<file path="src/rtl/router_pkg.sv">
// Shared constants and the beat bundle for the router ingress path.
package router_pkg;

    localparam int DEF_ADDR_WIDTH = 32;
    localparam int DEF_DATA_WIDTH = 32;
    localparam int DEF_NUM_PORTS  = 4;
    localparam int DEF_FIFO_DEPTH = 4;
    localparam int PORT_SEL_W     = $clog2(DEF_NUM_PORTS);
    localparam int STAT_W         = 16;

    typedef struct packed {
        logic [DEF_ADDR_WIDTH-1:0] addr;
        logic [DEF_DATA_WIDTH-1:0] data;
    } beat_t;

endpackage

</file>
<file path="src/rtl/router_port_fifo.sv">
// Per-port beat FIFO: registered count/full, head zeroed when empty.
module router_port_fifo
    import router_pkg::*;
#(
    parameter int ADDR_WIDTH = DEF_ADDR_WIDTH,
    parameter int DATA_WIDTH = DEF_DATA_WIDTH,
    parameter int FIFO_DEPTH = DEF_FIFO_DEPTH
) (
    input  logic                  clk,
    input  logic                  reset,
    input  logic                  push,
    input  logic [ADDR_WIDTH-1:0] wr_addr,
    input  logic [DATA_WIDTH-1:0] wr_data,
    input  logic                  pop,
    output logic [ADDR_WIDTH-1:0] head_addr,
    output logic [DATA_WIDTH-1:0] head_data,
    output logic                  empty,
    output logic                  full
);

    localparam int PTR_W = $clog2(FIFO_DEPTH);
    localparam int CNT_W = PTR_W + 1;
    localparam logic [CNT_W-1:0] DEPTH_C = CNT_W'(FIFO_DEPTH);

    logic [ADDR_WIDTH-1:0] mem_addr [FIFO_DEPTH];
    logic [DATA_WIDTH-1:0] mem_data [FIFO_DEPTH];
    logic [PTR_W-1:0]      wr_ptr;
    logic [PTR_W-1:0]      rd_ptr;
    logic [CNT_W-1:0]      count;
    logic [CNT_W-1:0]      count_next;
    logic                  push_ok;
    logic                  pop_ok;

    // Full blocks the push even when the same cycle pops: no bypass.
    assign push_ok = push && !full;
    assign pop_ok  = pop && !empty;
    assign empty   = (count == '0);

    always_comb begin
        count_next = count;
        unique case ({push_ok, pop_ok})
            2'b10:   count_next = count + 1'b1;
            2'b01:   count_next = count - 1'b1;
            default: count_next = count;
        endcase
    end

    always_ff @(posedge clk or posedge reset) begin
        if (reset) begin
            wr_ptr <= '0;
            rd_ptr <= '0;
            count  <= '0;
            full   <= 1'b0;
        end else begin
            if (push_ok) wr_ptr <= wr_ptr + 1'b1;
            if (pop_ok)  rd_ptr <= rd_ptr + 1'b1;
            count <= count_next;
            full  <= (count_next == DEPTH_C);
        end
    end

    always_ff @(posedge clk) begin
        if (push_ok) begin
            mem_addr[wr_ptr] <= wr_addr;
            mem_data[wr_ptr] <= wr_data;
        end
    end

    assign head_addr = empty ? '0 : mem_addr[rd_ptr];
    assign head_data = empty ? '0 : mem_data[rd_ptr];

endmodule

</file>
<file path="src/rtl/router_dispatch.sv">
// Router ingress: decode port from address MSBs, buffer per port.
// Optional ROUTER_DISPATCH_STATS_EN adds per-port push counters.
module router_dispatch
    import router_pkg::*;
#(
    parameter int ADDR_WIDTH = DEF_ADDR_WIDTH,
    parameter int DATA_WIDTH = DEF_DATA_WIDTH,
    parameter int NUM_PORTS  = DEF_NUM_PORTS,
    parameter int FIFO_DEPTH = DEF_FIFO_DEPTH
) (
    input  logic                            clk,
    input  logic                            reset,
    input  logic [ADDR_WIDTH-1:0]           s_addr,
    input  logic [DATA_WIDTH-1:0]           s_data,
    input  logic                            s_valid,
    output logic                            s_ready,
    output logic [NUM_PORTS*ADDR_WIDTH-1:0] m_addr,
    output logic [NUM_PORTS*DATA_WIDTH-1:0] m_data,
    output logic [NUM_PORTS-1:0]            m_valid,
    input  logic [NUM_PORTS-1:0]            m_ready,
    output logic [NUM_PORTS-1:0]            port_full
`ifdef ROUTER_DISPATCH_STATS_EN
    ,
    input  logic                            stat_clear,
    output logic [NUM_PORTS*STAT_W-1:0]     stat_count
`endif
);

    localparam int SEL_W = $clog2(NUM_PORTS);

    logic [SEL_W-1:0]     sel;
    logic [NUM_PORTS-1:0] push;
    logic [NUM_PORTS-1:0] empty;

    assign sel     = s_addr[ADDR_WIDTH-1 -: SEL_W];
    assign s_ready = !port_full[sel];
    assign m_valid = ~empty;

    for (genvar i = 0; i < NUM_PORTS; i++) begin : g_port
        assign push[i] = s_valid && s_ready && (sel == SEL_W'(i));

        router_port_fifo #(
            .ADDR_WIDTH (ADDR_WIDTH),
            .DATA_WIDTH (DATA_WIDTH),
            .FIFO_DEPTH (FIFO_DEPTH)
        ) u_fifo (
            .clk       (clk),
            .reset     (reset),
            .push      (push[i]),
            .wr_addr   (s_addr),
            .wr_data   (s_data),
            .pop       (m_ready[i]),
            .head_addr (m_addr[i*ADDR_WIDTH +: ADDR_WIDTH]),
            .head_data (m_data[i*DATA_WIDTH +: DATA_WIDTH]),
            .empty     (empty[i]),
            .full      (port_full[i])
        );

`ifdef ROUTER_DISPATCH_STATS_EN
        logic [STAT_W-1:0] stat_q;

        // Clear wins over a same-cycle increment; counter wraps freely.
        always_ff @(posedge clk or posedge reset) begin
            if (reset) begin
                stat_q <= '0;
            end else if (stat_clear) begin
                stat_q <= '0;
            end else if (push[i]) begin
                stat_q <= stat_q + 1'b1;
            end
        end

        assign stat_count[i*STAT_W +: STAT_W] = stat_q;
`endif
    end

endmodule

</file>
<file path="config.mk">
export PLATFORM = sky130hd
export DESIGN_NAME = router_dispatch
export DESIGN_NICKNAME = d
export VERILOG_FILES = /design/src/rtl/router_pkg.sv /design/src/rtl/router_port_fifo.sv /design/src/rtl/router_dispatch.sv
export SDC_FILE = /design/constraint.sdc
export NUM_CORES = 1
export LEC_CHECK = 0
export BUFFER_PORTS_ARGS = -buffer_cell sky130_fd_sc_hd__clkbuf_2
export CAP_MARGIN = 20
export CORE_ASPECT_RATIO = 0.7
export CORE_MARGIN = 5
export CORE_UTILIZATION = 30
export DETAILED_ROUTE_END_ITERATION = 16
export PLACE_DENSITY = 0.58
export SLEW_MARGIN = 40
export SYNTH_ARGS = -nofsm -noshare
export SYNTH_HDL_FRONTEND = slang
export SYNTH_SLANG_ARGS = --single-unit
</file>
<file path="constraint.sdc">
create_clock -name clk -period 2.7 [get_ports clk]
set_input_delay 0.405 -clock clk [delete_from_list [all_inputs] [get_ports clk]]
set_output_delay 0.405 -clock clk [all_outputs]
set_load 0.03 [all_outputs]
</file>
==> run_results.csv <==
group,metric,value,unit
power_and_ir_drop,ir_worst_vdd,0.000709,V
drt,drc,0,
drt,routedWlPerCell,27.0,um
cells_and_area,synthToLayoutAreaGrowth,29.7,%
drt,drt-pass1-iter-count,7,
cts,htreeDepth,3,
drt,ant_nets,0,
setup_path,path_class,"reg -> out",
synthesis,avgSynthCellArea,22.6,um^2
die,fp.dieArea,143000,um^2
synthesis,synthesis.nets,1885,
die,num_rows,112,
setup_path,start_kind,"flip-flop",
setup_path,end_kind,"output pin",
setup_path,worst_r2r_path_depth,8,
synthesis,netlist_area,40500,um^2
run_status,violations,"setup timing",
place,dpl.hpwl,64.7,mm
setup_path,crit_slowest_cell,"mux4_2",
power_and_ir_drop,power,64.8,mW
die,io_pins,336,
sta,fin_tns_setup,-18240,ps
sta,finalCriticalPeriod,2850,ps
setup_path,worstPathCellList,"buf_12 -> buf_12 -> mux4_2 -> and2_4 -> buf_8",
synthesis,netlist_top_cells_count,"1024 x edfxtp_1, 276 x and2_1, 257 x mux4_2",
synthesis,yosysMostFrequentCell,"edfxtp_1",
cts,cts_buffers,106,
die,initial_core_util,30.3,%
sta,relSlewSlack,56.4,%
cts,cts_tree,"yes",
drt,drtIter0Drc,1795,
synthesis,yosysWarnings,0,
sta,timing_worst_slew_pin_value,654,ps
synthesis,synth-edff-count,1024,
global_route,grt_first_pass_wirelength,152,mm
cells_and_area,postLayoutCellArea,52500,um^2
setup_path,critical_path.startpoint,"g_port[1].u_fifo.rd_ptr[0]$_DFFE_PP0P_",
sta,drv_slew,0,
setup_path,critPathTopFamily,"multiplexers",
cells_and_area,nets,2389,
sta,final-setup-viol-count,250,
sta,setup_ws,-146,ps
drt,drt-vias-per-instance,4.77,
die,fp.dieW,449,um
cells_and_area,drive_gt1_share,48.3,%
hold_path,worst_hold_path_type,"in -> reg",
synthesis,yosys.area.top_type_share,75.9,%
drt,dr_total_vias,19800,
setup_path,crit_buf_inv,3,
synthesis,yosys.area.top_type,"edfxtp_1",
sta,rsz0062_at_grt,"true",
global_route,grt_max_degree,67,
cells_and_area,utilization,39.3,%
sta,hold_violations,0,
power_and_ir_drop,pwr_density_cell,1230,nW/um^2
run_status,outcome,"complete, but fails checks",
setup_path,crit_required,2300,ps
synthesis,synthArstFlopShare,3.03,%
setup_path,worstPathMaxFanout,8,
cts,clock_sinks,1056,
place,dpl_worst_slack,133,ps
sta,post-route-period-util,105,%
setup_path,cpPeakStageDelay,580,ps
global_route,track_usage,14.9,%
cts,clock_latency,730,ps
setup_path,cp.depth,5,
die,die_y,317,um
cts,clkTransAtPathRegs,70,ps
synthesis,syn_inst,1790,
synthesis,synth.distinct_cells,27,
global_route,grt_pass1_vias,20900,
setup_path,r2r_start,"g_port[1].u_fifo.count[0]$_DFF_PP0_",
power_and_ir_drop,leakagePower,17.9,nW
hold_path,worstHoldPathCells,1,
synthesis,ys_ff_latch,1056,
place,gp_congestion,0.726,
global_route,grt_overflow,0,
die,core,134000,um^2
sta,fin_skew,34.7,ps
setup_path,crit_path_frequent_cell,"buf_12",
global_route,antenna_found_initial,6,
cts,clock_path_buffers,3,
synthesis,synth_top_flop_cell,"edfxtp_1",
drt,wl,112,mm
place,dpl_cell_area,45000,um^2
cts,clockRootBuffer,"clkbuf_16",
synthesis,synth.area.top_cells,"edfxtp_1 76%, mux4_2 14%, and2_1 4.3%",
place,io_buffers,335,
sta,max_freq,0.351,GHz
job,cap_viol_max_count,0,
hold_path,worstHoldStart,"s_data[21]",
setup_path,arrival,2440,ps
synthesis,seq_area_frac_synth,77.9,%
==> per-stage QoR <==
step                instances  hold slack (ps)
floorplan                1790              477
global placement         3875              495
detailed placement       3876              530
CTS                      4115             9.47
global route             4154             68.6
finish                   4156              117
==> final cells by class <==
class | count | area [um^2]
Sequential cell | 1056 | 31600
Clock buffer | 120 | 2750
Tap cell | 1767 | 2210
Clock inverter | 79 | 908
Antenna cell | 4 | 10.0
Inverter | 27 | 101
Multi-Input combinational cell | 618 | 8900
Fill cell | 11800 | 81200
Timing Repair Buffer | 485 | 6070
==> registers in the layout (all words and copies together) (netlist names) <==
register	flops
g_port.u_fifo.rd_ptr	8
g_port.u_fifo.mem_data	512
g_port.u_fifo.count	12
g_port.u_fifo.mem_addr	512
g_port.u_fifo.wr_ptr	8
g_port.u_fifo.full	4
==> final timing paths <==
check / to / slack, ps
worst max-delay path: m_addr[58] / -150
worst min-delay path: g_port[1].u_fifo.mem_data[0][21]$_DFFE_PP_ / 120
worst max register to register: g_port[1].u_fifo.full$_DFF_PP0_ / 340
worst min register to register: g_port[3].u_fifo.count[0]$_DFF_PP0_ / 550
max in group asynchronous: g_port[0].u_fifo.rd_ptr[1]$_DFFE_PP0P_ / 1980
min in group asynchronous: g_port[1].u_fifo.wr_ptr[1]$_DFFE_PP0P_ / 320
==> kinds of logic (layout without fill, tap and decap cells) <==
family                     after synthesis  count (layout)  share of synthesized area, %
xor gates and xnor gates                21              21                         0.454
adders and majority gates               24              24                         0.816
AOI/OAI and AO/OA                       10              10                         0.151
muxes                                  263             263                          14.4
and+or+nand+nor                        300             300                          4.63
buffers and inverters                  116             711                          1.58
other                                    0               4                             0
DFF                                   1056            1056                          77.9
==> power by group <==
group	leakage (nW)	switching, mW	internal [mW]
Sequential	9.62	0.529	19.1
Clock	1.77	6.38	9.07
Combinational	6.50	15.1	14.6
Total	17.9	22.0	42.8
==> cells in the final DEF, fill, tap and decap left out, types with 8 or more instances in the layout <==
cell type   instances
edfxtp_1         1024
mux4_2            257
and2_4            230
buf_6             129
clkbuf_16         121
clkbuf_2           81
buf_8              74
buf_12             64
and2_1             46
buf_4              42
clkbuf_8           32
inv_1              27
dfrtp_1            24
buf_2              23
clkinv_2           22
ha_1               20
clkinv_1           19
buf_16             19
bufinv_16          18
xnor2_1            13
clkbuf_1           12
clkinvlp_4         10
xor2_1              8
dfrtp_4             8
==> what timing repair did <==
item / CTS / global route
hold buffers: 5 / 0
setup endpoints to repair: 256 / 256
gates resized for setup: 382 / 671
gates cloned: 15 / 17
endpoints found under the hold margin: 37 / 0
setup buffers: 21 / 26
pin swaps: 10 / 16
==> metal layers <==
layer	up-vias	global-route usage (%)	part of all wire (%)
li1	8295	-	-
met1	10800	19.9	43
met2	604	24.9	49
met3	138	3.29	5.4
met4	0	4.09	2.3
met5	-	0	0
Note: power is estimated with default switching activity, not from simulation.
